$ cat config.mk
export PLATFORM = sky130hd
export DESIGN_NAME = alu_op_collector
export DESIGN_NICKNAME = d
export VERILOG_FILES = /design/src/rtl/alu_op_collector.sv
export SDC_FILE = /design/constraint.sdc
export NUM_CORES = 1
export LEC_CHECK = 0
export CORE_ASPECT_RATIO = 1.1
export CORE_MARGIN = 1
export CORE_UTILIZATION = 50
export CTS_CLUSTER_SIZE = 12
export DETAILED_ROUTE_END_ITERATION = 8
export MAX_ROUTING_LAYER = met4
export PLACE_DENSITY = 0.86
export SLEW_MARGIN = 0
export SYNTH_ARGS = -nofsm -noshare
export SYNTH_HDL_FRONTEND = slang
export SYNTH_SLANG_ARGS = --single-unit
$ cat constraint.sdc
create_clock -name CLK -period 3.95 [get_ports CLK]
set_input_delay 0.5925 -clock CLK [delete_from_list [all_inputs] [get_ports CLK]]
set_output_delay 0.5925 -clock CLK [all_outputs]
set_load 0.03 [all_outputs]
$ cat src/rtl/alu_op_collector.sv
// ============================================================================
//  Module      : alu_op_collector
//  Description : Issue stage in front of ALU_design. Collects operands that
//                may arrive over several cycles, issues one CE pulse per
//                complete request, spaces issues after multiplies and drops
//                requests whose operands never arrive.
//  Revision    : 1.0 - initial release
// ============================================================================
`default_nettype none

module alu_op_collector #(
    parameter int WIDTH_O = 8,
    parameter int WIDTH_C = 4,
    parameter int TIMEOUT = 16,
    parameter int MUL_GAP = 2
) (
    input  logic               CLK,
    input  logic               RST,
    input  logic               IN_VALID,
    output logic               IN_READY,
    input  logic [WIDTH_C-1:0] IN_CMD,
    input  logic               IN_MODE,
    input  logic               IN_CIN,
    input  logic [1:0]         IN_INP_VALID,
    input  logic [WIDTH_O-1:0] IN_OPA,
    input  logic [WIDTH_O-1:0] IN_OPB,
    output logic [WIDTH_O-1:0] OPA_1,
    output logic [WIDTH_O-1:0] OPB_1,
    output logic [WIDTH_C-1:0] CMD,
    output logic               MODE,
    output logic               CIN,
    output logic [1:0]         INP_VALID,
    output logic               CE,
    output logic               TIMEOUT_ERR
);

    typedef enum logic [1:0] {
        S_IDLE  = 2'd0,
        S_WAIT  = 2'd1,
        S_ISSUE = 2'd2,
        S_HOLD  = 2'd3
    } state_t;

    localparam logic [7:0]         CNT_LAST = 8'(TIMEOUT - 1);
    localparam logic [3:0]         GAP_LAST = 4'(MUL_GAP - 1);
    localparam logic               HAS_GAP  = (MUL_GAP > 0);
    localparam logic [WIDTH_C-1:0] CMD_MUL0 = WIDTH_C'(9);
    localparam logic [WIDTH_C-1:0] CMD_MUL1 = WIDTH_C'(10);

    state_t             state_q, state_d;
    logic [WIDTH_C-1:0] cmd_q, cmd_d;
    logic               mode_q, mode_d;
    logic               cin_q, cin_d;
    logic [WIDTH_O-1:0] opa_q, opa_d;
    logic [WIDTH_O-1:0] opb_q, opb_d;
    logic [1:0]         have_q, have_d;
    logic [1:0]         req_q, req_d;
    logic [7:0]         cnt_q, cnt_d;
    logic [3:0]         gap_q, gap_d;

    logic               ready_q, ready_d;
    logic               ce_q, ce_d;
    logic               terr_q, terr_d;
    logic [WIDTH_O-1:0] opa_o_q, opa_o_d;
    logic [WIDTH_O-1:0] opb_o_q, opb_o_d;
    logic [WIDTH_C-1:0] cmd_o_q, cmd_o_d;
    logic               mode_o_q, mode_o_d;
    logic               cin_o_q, cin_o_d;
    logic [1:0]         iv_o_q, iv_o_d;

    logic [1:0]         w_req;
    logic [1:0]         w_take;

    // Operands each command actually consumes; unknown codes need both.
    always_comb begin
        w_req = 2'b11;
        if (IN_MODE) begin
            if (IN_CMD == WIDTH_C'(4) || IN_CMD == WIDTH_C'(5)) begin
                w_req = 2'b01;
            end else if (IN_CMD == WIDTH_C'(6) || IN_CMD == WIDTH_C'(7)) begin
                w_req = 2'b10;
            end
        end else begin
            if (IN_CMD == WIDTH_C'(6) || IN_CMD == WIDTH_C'(8) || IN_CMD == WIDTH_C'(9)) begin
                w_req = 2'b01;
            end else if (IN_CMD == WIDTH_C'(7) || IN_CMD == WIDTH_C'(10) || IN_CMD == WIDTH_C'(11)) begin
                w_req = 2'b10;
            end
        end
    end

    always_comb begin
        state_d  = state_q;
        cmd_d    = cmd_q;
        mode_d   = mode_q;
        cin_d    = cin_q;
        opa_d    = opa_q;
        opb_d    = opb_q;
        have_d   = have_q;
        req_d    = req_q;
        cnt_d    = cnt_q;
        gap_d    = gap_q;
        ce_d     = 1'b0;
        terr_d   = 1'b0;
        opa_o_d  = opa_o_q;
        opb_o_d  = opb_o_q;
        cmd_o_d  = cmd_o_q;
        mode_o_d = mode_o_q;
        cin_o_d  = cin_o_q;
        iv_o_d   = iv_o_q;
        w_take   = 2'b00;

        case (state_q)
            S_IDLE: begin
                if (IN_VALID && IN_INP_VALID != 2'b00) begin
                    cmd_d  = IN_CMD;
                    mode_d = IN_MODE;
                    cin_d  = IN_CIN;
                    w_take = IN_INP_VALID;
                    have_d = IN_INP_VALID;
                    req_d  = w_req;
                    if ((IN_INP_VALID & w_req) == w_req) begin
                        state_d = S_ISSUE;
                    end else begin
                        state_d = S_WAIT;
                        cnt_d   = '0;
                    end
                end
            end
            S_WAIT: begin
                // Only still-missing operands are taken: first value wins.
                if (IN_VALID) begin
                    w_take = IN_INP_VALID & req_q & ~have_q;
                end
                have_d = have_q | w_take;
                if ((have_d & req_q) == req_q) begin
                    state_d = S_ISSUE;
                end else if (cnt_q == CNT_LAST) begin
                    state_d = S_IDLE;
                    terr_d  = 1'b1;
                    have_d  = 2'b00;
                end else begin
                    cnt_d = cnt_q + 8'd1;
                end
            end
            S_ISSUE: begin
                have_d = 2'b00;
                if (mode_q && (cmd_q == CMD_MUL0 || cmd_q == CMD_MUL1) && HAS_GAP) begin
                    state_d = S_HOLD;
                    gap_d   = '0;
                end else begin
                    state_d = S_IDLE;
                end
            end
            S_HOLD: begin
                if (gap_q == GAP_LAST) begin
                    state_d = S_IDLE;
                end else begin
                    gap_d = gap_q + 4'd1;
                end
            end
            default: begin
                state_d = S_IDLE;
            end
        endcase

        if (w_take[0]) begin
            opa_d = IN_OPA;
        end
        if (w_take[1]) begin
            opb_d = IN_OPB;
        end

        // Issue outputs are loaded on the edge that enters ISSUE so that CE
        // and the operand bundle appear together in the ISSUE cycle.
        if (state_d == S_ISSUE) begin
            ce_d     = 1'b1;
            opa_o_d  = req_d[0] ? opa_d : '0;
            opb_o_d  = req_d[1] ? opb_d : '0;
            cmd_o_d  = cmd_d;
            mode_o_d = mode_d;
            cin_o_d  = cin_d;
            iv_o_d   = req_d;
        end

        ready_d = (state_d == S_IDLE) || (state_d == S_WAIT);
    end

    always_ff @(posedge CLK or posedge RST) begin
        if (RST) begin
            state_q  <= S_IDLE;
            cmd_q    <= '0;
            mode_q   <= 1'b0;
            cin_q    <= 1'b0;
            opa_q    <= '0;
            opb_q    <= '0;
            have_q   <= 2'b00;
            req_q    <= 2'b00;
            cnt_q    <= '0;
            gap_q    <= '0;
            ready_q  <= 1'b1;
            ce_q     <= 1'b0;
            terr_q   <= 1'b0;
            opa_o_q  <= '0;
            opb_o_q  <= '0;
            cmd_o_q  <= '0;
            mode_o_q <= 1'b0;
            cin_o_q  <= 1'b0;
            iv_o_q   <= 2'b00;
        end else begin
            state_q  <= state_d;
            cmd_q    <= cmd_d;
            mode_q   <= mode_d;
            cin_q    <= cin_d;
            opa_q    <= opa_d;
            opb_q    <= opb_d;
            have_q   <= have_d;
            req_q    <= req_d;
            cnt_q    <= cnt_d;
            gap_q    <= gap_d;
            ready_q  <= ready_d;
            ce_q     <= ce_d;
            terr_q   <= terr_d;
            opa_o_q  <= opa_o_d;
            opb_o_q  <= opb_o_d;
            cmd_o_q  <= cmd_o_d;
            mode_o_q <= mode_o_d;
            cin_o_q  <= cin_o_d;
            iv_o_q   <= iv_o_d;
        end
    end

    assign IN_READY    = ready_q;
    assign CE          = ce_q;
    assign TIMEOUT_ERR = terr_q;
    assign OPA_1       = opa_o_q;
    assign OPB_1       = opb_o_q;
    assign CMD         = cmd_o_q;
    assign MODE        = mode_o_q;
    assign CIN         = cin_o_q;
    assign INP_VALID   = iv_o_q;

endmodule

`default_nettype wire

Word level (Yosys, flattened, before mapping):

Cells that the tools add are included.

* output and inout port bits: 27
* logic and storage cells: 115
* register bits after elaboration: 67
* input bits: 27

* reduce and logical (&&, ||, !) cells: 19
* mux-type cells: 44
* equal/unequal tests: 25
* bitwise logic cells: 6
* $add $sub $neg: 2

Operator list (number)
* 2-to-1 mux 8 bit: 8
* 2-to-1 mux 2 bit: 17
* == test 4 bit, second input constant: 6
* == test 4 x 3 -> 1 bit, second input constant: 4
* 2-to-1 mux 4 bit: 4
* one-hot mux 8 bit (2 select lines): 1
* inequality test 2 bit, second input constant: 6
* 2-to-1 mux 1 bit: 10
* adder 8 x 1 -> 8 bit, second input constant: 1
* AND 2 bit: 4
* == test 8 x 4 -> 1 bit, second input constant: 1
* logical OR 1 bit: 8
* one-hot mux 2 bit (4 select lines): 1
* one-hot mux 4 bit (2 select lines): 1
* == test 2 bit, second input constant: 3
* one-hot mux 2 bit (3 select lines): 1
* nonzero test 2 bit: 3
* AND reduction 5 bit: 1
* adder 4 x 1 -> 4 bit, second input constant: 1
* == test 2 x 1 -> 1 bit, second input constant: 2
* == test 2 bit: 2
* == test 4 x 1 -> 1 bit, second input constant: 1
* zero test 2 bit: 2
* one-hot mux 2 bit (2 select lines): 1
* other kinds (6): 7

Depth between registers and ports, before layout:

Gate-level depths: netlist of run 1.

* word-level depth: 13
* depth in mapped cells: 9
* depth with buffers taken out: 8

Worst setup path before layout of run 1:

No wires, ideal clock.

* kind: input-to-reg
* start point: input IN_VALID
* end point: register cmd_o_q[0], in the netlist CMD[0]
* setup slack: 1.651 ns
* data required time: 3.825 ns
* library setup time: 0.125 ns
* stages: 8
* arrival time: 2.174 ns
* path buffers: 2
* cells stage by stage: buf_4 nand2_1 a22o_1 a31o_1 a211oi_2 o221ai_2 buf_6 mux2_4

* longest elaborated chain between the ends: 8
* elaborated cells between the ends (all ways): 12
* classes of those cells: 2 x eq/ne; 7 x mux; 2 x bitwise; 1 x reduce/logical

Ends and longest elaborated chain
* from (decl): line 19 `input logic IN_VALID,`
* 2-to-1 mux 2 bit: line 132 `if (IN_VALID) begin`
* 2-to-1 mux 2 bit: line 113 `case (state_q)`
* bitwise OR 2 bit: line 135 `have_d = have_q | w_take;`
* AND 2 bit: line 136 `if ((have_d & req_q) == req_q) begin`
* == test 2 bit: line 136
* 2-to-1 mux 2 bit: line 136
* one-hot mux 2 bit (4 select lines): line 113
* == test 2 bit: line 176 `if (state_d == S_ISSUE) begin`
* to (signal assigned): line 226 `cmd_o_q <= cmd_o_d;`
* to (decl): line 66 `logic [WIDTH_C-1:0] cmd_o_q, cmd_o_d;`

Parallel ways exist; a longest one is shown, timed or not. The select of a mux whose other input is x is not followed.
A chain may end at the register's enable or synchronous reset.

Final worst setup path of run 1:

* start point: input IN_INP_VALID[0]
* end point: register opa_o_q[5], in the netlist OPA_1[5]

* longest elaborated chain between the ends: 10
* elaborated cells between the ends (all ways): 22
* classes of those cells: 3 x eq/ne; 12 x mux; 5 x bitwise; 2 x reduce/logical

Ends and longest elaborated chain
* from (decl): line 24 `input logic [1:0] IN_INP_VALID,`
* AND 2 bit (2 in series): line 133 `w_take = IN_INP_VALID & req_q & ~have_q;`
* 2-to-1 mux 2 bit: line 132
* 2-to-1 mux 2 bit: line 113
* bitwise OR 2 bit: line 135
* AND 2 bit: line 136
* == test 2 bit: line 136
* 2-to-1 mux 2 bit: line 136
* one-hot mux 2 bit (4 select lines): line 113
* == test 2 bit: line 176
* to (signal assigned): line 224 `opa_o_q <= opa_o_d;`
* to (decl): line 64 `logic [WIDTH_O-1:0] opa_o_q, opa_o_d;`

Parallel ways exist; a longest one is shown, timed or not. The select of a mux whose other input is x is not followed.

==> metrics, run 1 <==
outcome=complete, no violations; clk root buf=clkbuf_8; vias in the first global route=2,546; Final min period=2.868 ns; Fillers=449; worst hold start=have_q[0]; IO Pins=54; register area=0.001678 sq mm; Initial Util=52.83%; total track usage=23.55%; Crit Path Max Fanout=17; Finished Core Util=66.21%; Hold Crit Class=reg2reg; CTS max path bufs=2; DR WL/cell=16.25 microns; Met3 Wirelength=357 microns; CTS resizes=0; Core Rows=30; Worst Setup Start Kind=primary input; endpoints failing setup=0; area of the multi-input gates=0.001470 sq mm; crit path DAT=3.11 ns; CP cell instances=clkdlybuf4s50_1 -> o21ai_1 -> a211o_1 -> o2111a_1 -> o221ai_4 -> buf_4 -> mux2i_1; Area Overhead vs Synth=25.31%; residual DRC count=0; Post-Synthesis Cell Area=0.003312 sq mm; Initial DRC Count=206; Core Area=0.006269 sq mm; Antenna Cells=0; Critical Path RT=4.19 ns; #FFs+latches synth=67; Placer Congestion=0.8869; Post-DP Area=0.003925 sq mm; sequential fraction of the synthesis area=50.66%; Post-CTS Setup Bufs=0; routed wl met2=3.683 mm; Mapped Nets=335; final net count=393; Final Hold Viols=0; Num CTS Buffers=9; total wire length=7.183 mm; power share of the sequential group=32.8%; Lkg Pwr=1.913 nW; Syn Area/Cell=11.04 sq um; initial antenna violation count=0; CP endpoint kind=flip-flop; die area=0.006954 sq mm; CP peak stage delay=0.65 ns; Async S/R FF share, synth=100.0%; CTS sink count=67; via density per instance=5.602; Syn Inst Count=300; first-pass GRT wire length=12.10 mm; CTS tree=built; Clock Skews=0.01105 ns; Switch Pwr=1.342 mW; post-synth cell types=51; input/output buffers=53; Slowest-stage cell, CP=clkdlybuf4s50_1; fmax=348.7 MHz; hold buffers post-CTS=0; worst skew pair latency=0.33 ns; DRT antenna net count=0; Pwr Density=848.3 mW/mm^2; DR pass1 iterations=6; routed vias=2,476; CTS clock-pin slew for the worst setup and hold paths=0.07 ns; Die H=87.36 microns; H-tree depth=3; post-DP HPWL=5.098 mm; RR Startpoint=gap_q[1]; Top Family by Delay on Critical Path=compound AO/OA/AOI/OAI gates; fin crit share=72.60%; combinational power share=48.8%; warnings from Yosys=0; sw frac=38.13%; EDFF count, synth=0; Setup crit start=IN_INP_VALID[0]; share of cells above drive strength 1=15.47%; crit path buf inv count=2; top sig layer=met4; total gr overflow=0; Worst Max-Slew Pin Slew=1.089 ns; Max-Cap Viols=0; Metal-1 WL=2.955 mm; final design instance area without fill=0.004150 sq mm; Int Power=2.178 mW; Max rail drop VDD=0.4251 mV; RSZ-0062 raised after global routing=false; Worst slew margin=27.26%; final slew viol count=0; Top FF cell, synth=dfrtp_1; kind of critical path=in2reg; clock power share=18.4%; total negative slack=0 ns; largest net degree at the start of global routing=54; die width=79.60 microns
-- per-stage QoR --
step	worst slack, ns	cells	power [mW]	hold WS (ns)
2_1_floorplan	1.651	300	2.365	0.4513
3_3_place_gp	0.8742	427	2.811	0.4701
3_5_place_dp	0.7454	427	2.886	0.4833
4_1_cts	1.099	442	3.541	0.5010
5_1_grt	0.9866	442	3.749	0.5163
6_report	1.082	442	3.521	0.4990
-- synthesized netlist by cell type (4+ instances only) --
cell | count | share of area [%]
dfrtp_1 | 66 | 50
inv_1 | 31 | 3.5
mux2_2 | 25 | 8.5
nand2_1 | 24 | 2.7
nand2b_1 | 17 | 3.2
mux2i_1 | 16 | 4.8
o21ai_0 | 16 | 2.4
a21oi_1 | 11 | 1.7
ha_1 | 8 | 3.0
nor2_1 | 8 | 0.91
nand3_1 | 5 | 0.76
nor2b_1 | 5 | 0.94
a22o_1 | 4 | 1.1
a32o_1 | 4 | 1.2
and2_1 | 4 | 0.76
clkbuf_1 | 4 | 0.45
mux2_4 | 4 | 1.8
or3_1 | 4 | 0.76
-- power groups by stage --
stage	Sequential, mW	Combinational [mW]	Clock [mW]
floorplan	1.33	1.04	0
global placement	1.15	1.66	0
detailed placement	1.16	1.73	0
CTS	1.15	1.73	0.657
global route	1.18	1.87	0.694
finish	1.15	1.72	0.647
-- worst reg2reg max path: stages, from the launching register on --
cell and delay (ns):
dfrtp_1 0.44, inv_1 0.08, ha_1 0.15, nor3b_1 0.38, nor2b_1 0.15, a31o_1 0.22, a211oi_2 0.33, o221ai_4 0.36
buf_4 0.31, mux2i_1 0.18
-- per-layer routing --
layer | vias up | global-route usage [%]
met4 | 0 | 9.421
li1 | 1149 | -
met1 | 1227 | 28.82
met3 | 22 | 5.550
met5 | - | -
met2 | 78 | 37.53
-- cell usage in the layout (no fill, tap or decap), types with 3 or more instances in the layout --
| master | Yosys | routed |
|---|---|---|
| clkbuf_8 | 0 | 11 |
| mux2i_1 | 16 | 16 |
| dfrtp_1 | 66 | 66 |
| a21oi_1 | 11 | 11 |
| o21a_1 | 3 | 3 |
| or3_1 | 4 | 4 |
| a32o_1 | 4 | 4 |
| ha_1 | 8 | 8 |
| nor2_1 | 8 | 8 |
| inv_1 | 31 | 30 |
| nand2b_1 | 17 | 17 |
| and2_1 | 4 | 4 |
| mux2_4 | 4 | 4 |
| nor2b_1 | 5 | 5 |
| o21ai_0 | 16 | 16 |
| clkdlybuf4s50_1 | 0 | 53 |
| nand2_1 | 24 | 24 |
| a22o_1 | 4 | 4 |
| nor3b_1 | 3 | 3 |
| buf_4 | 3 | 4 |
| mux2_2 | 25 | 25 |
| nand3_1 | 5 | 5 |
-- layout make-up --
cell class,instances,share of cell area (%)
Clock buffer,11,3.648
Clock inverter,4,1.779
Inverter,31,2.804
Multi-Input combinational cell,192,35.42
Sequential cell,67,40.43
Tap cell,80,2.412
Timing Repair Buffer,57,13.51
-- kinds of logic (layout without fill, tap and decap cells) --
| logic type | count (synthesis) | count (layout) | synth area share [%] |
|---|---|---|---|
| xor+xnor | 1 | 1 | 0.2645 |
| compound gates | 58 | 58 | 12.16 |
| flops | 67 | 67 | 50.66 |
| buf+inv | 41 | 103 | 5.289 |
| mux | 45 | 45 | 15.15 |
| simple gates | 80 | 80 | 13.45 |
| fa+ha+maj | 8 | 8 | 3.022 |
-- sequential cells by signal, indices dropped and copies added, names as in the netlist --
signal / count
mode_q: 1
CE: 1
TIMEOUT_ERR: 1
opb_q: 8
cmd_q: 4
cin_q: 1
INP_VALID: 2
cnt_q: 8
CIN: 1
MODE: 1
OPA_1: 8
gap_q: 4
OPB_1: 8
req_q: 2
IN_READY: 1
state_q: 2
opa_q: 8
have_q: 2
CMD: 4
-- path summary, 6_finish.rpt --
check / to / slack (ns) / cells past startpoint
max in group asynchronous: MODE / 2.32 / 3
hold reg to reg: have_q[0] / 0.50 / 1
setup / recovery: OPA_1[5] / 1.08 / 7
hold / removal: have_q[0] / 0.50 / 1
setup reg to reg: OPA_1[5] / 1.27 / 9
min in group asynchronous: gap_q[1] / 0.86 / 2
(Power assumes the default switching activity.)
==> run 2, diff against run 1 <==
--- a/config.mk
+++ b/config.mk
@@ -7,11 +7,11 @@
 export LEC_CHECK = 0
 export CORE_ASPECT_RATIO = 1.1
 export CORE_MARGIN = 1
-export CORE_UTILIZATION = 50
+export CORE_UTILIZATION = 48
 export CTS_CLUSTER_SIZE = 12
 export DETAILED_ROUTE_END_ITERATION = 8
 export MAX_ROUTING_LAYER = met4
-export PLACE_DENSITY = 0.86
+export PLACE_DENSITY = 0.87
 export SLEW_MARGIN = 0
 export SYNTH_ARGS = -nofsm -noshare
 export SYNTH_HDL_FRONTEND = slang
==> constraint.sdc (replaced) <==
create_clock -name CLK -period 2.4 [get_ports CLK]
set_input_delay 0.36 -clock CLK [delete_from_list [all_inputs] [get_ports CLK]]
set_output_delay 0.36 -clock CLK [all_outputs]
set_load 0.03 [all_outputs]
==> run 2 against run 1 <==
- final cell count is 6.3% higher
- via count increased by 1.9%
- critical endpoint is now cnt_q[5]
- clock power increased by 32%
- die area is 4.1% higher
- critical path depth unchanged
- worst hold slack lost 0.29 ns
- setup slack got worse by 0.98 ns
- global-route usage fell by 0.81 points
- highest routed layer unchanged
==> metrics, run 2 (synthesized netlist as in run 1, its figures left out) <==
outcome=complete, no violations; die area=0.007237 sq mm; endpoints failing setup=0; Num CTS Buffers=9; total gr overflow=0; fin crit share=95.82%; Critical Path RT=2.69 ns; CTS clock-pin slew for the worst setup and hold paths=0.08 ns; Lkg Pwr=2.053 nW; fmax=434.8 MHz; Pwr Density=1353 mW/mm^2; most common cell after layout, fill and taps aside=dfrtp_1; first-pass GRT wire length=11.85 mm; total track usage=22.75%; DRT antenna net count=0; kind of critical path=in2reg; routed vias=2,522; CTS sink count=67; via density per instance=5.366; H-tree depth=3; DR pass1 iterations=4; Final Hold Viols=0; input/output buffers=53; Core Area=0.006633 sq mm; CP endpoint kind=flip-flop; IO Pins=54; Worst Setup Start Kind=primary input; crit path DAT=2.59 ns; hold buffers post-CTS=0; Area Overhead vs Synth=31.89%; Clock Skews=0.005616 ns; Worst Max-Slew Pin Slew=0.3511 ns; final hold slack=0.2046 ns; largest net degree at the start of global routing=63; Hold Crit Class=in2async; Worst slew margin=76.52%; Place WS=-0.2488 ns; die width=81.20 microns; Placer Congestion=0.8218; vias in the first global route=2,605; residual DRC count=0; total wire length=7.072 mm; share of cells above drive strength 1=22.68%; RR Startpoint=state_q[0]; most frequent cells in the layout=dfrtp_1 (65), clkdlybuf4s50_1 (50), inv_1 (30), mux2_2 (25); Max rail drop VDD=0.8621 mV; Core Rows=31; Initial Util=49.93%; DR WL/cell=15.05 microns; CTS max path bufs=2; Crit Path Max Fanout=6; Setup crit start=IN_INP_VALID[0]; Max-Cap Viols=0; final slew viol count=0; Final min period=2.300 ns; post-DP HPWL=5.093 mm; CTS tree=built; Antenna Cells=0; Initial DRC Count=108; worst skew pair latency=0.35 ns; final net count=418; Die H=89.12 microns; post-route setup slack=0.1003 ns; initial antenna violation count=0; clk root buf=clkbuf_8
-- run 2: worst paths after layout --
check / to / slack [ns] / depth (start not counted)
setup / recovery: cnt_q[5] / 0.10 / 7
hold / removal: opb_q[6] / 0.20 / 2
setup reg to reg: OPA_1[3] / 0.14 / 10
hold reg to reg: opa_q[7] / 0.50 / 1
max in group asynchronous: IN_READY / 1.60 / 3
min in group CLK: cmd_q[3] / 0.44 / 3
-- run 2: through the flow --
step	power, mW	setup TNS [ns]	utilization (%)	area (sq um)	cells
after floorplan	3.893	0	-	3312	300
after global placement	4.861	-4.498	62.57	4150	452
after detailed placement	4.990	-5.554	62.57	4150	452
after CTS	5.859	0	65.23	4327	468
after global routing	6.283	-0.1159	65.86	4368	470
final	5.909	0	65.86	4368	470
-- run 2: report_power, final --
group	internal [mW]	switching, mW	total [mW]
clock	0.379	0.476	0.855
combinational	1.60	1.58	3.18
sequential	1.62	0.258	1.88
-- run 2: critical path, stage by stage --
cell	delay, ns
clkdlybuf4s50_1	0.58
o21ai_1	0.18
a211o_1	0.34
a311o_1	0.42
buf_4	0.16
or4b_1	0.48
nand2_1	0.08
-- run 2: what timing repair did --
action / in CTS / in global routing
pin swaps: 0 / 2
setup endpoints to repair: 1 / 22
setup buffers: 0 / 2
resized for setup: 1 / 9
-- run 2: cell type report --
cell class / count / area (sq um)
repair buffers: 82 / 809.5
multi-input cells: 192 / 1485
fillers: 480 / 2265
clock inverters: 7 / 51.30
inverters: 31 / 116.4
flip-flops and latches: 67 / 1679
clock buffers: 9 / 123.9
well taps: 82 / 102.6
-- run 2: metal layers --
| layer | GRT usage [%] | wire length [microns] | vias up |
|---|---|---|---|
| met5 | - | 0 | - |
| met4 | 11.53 | 144 | 0 |
| met3 | 5.102 | 336 | 12 |
| met2 | 37.13 | 3642 | 64 |
| met1 | 26.31 | 2949 | 1247 |
| li1 | - | - | 1199 |
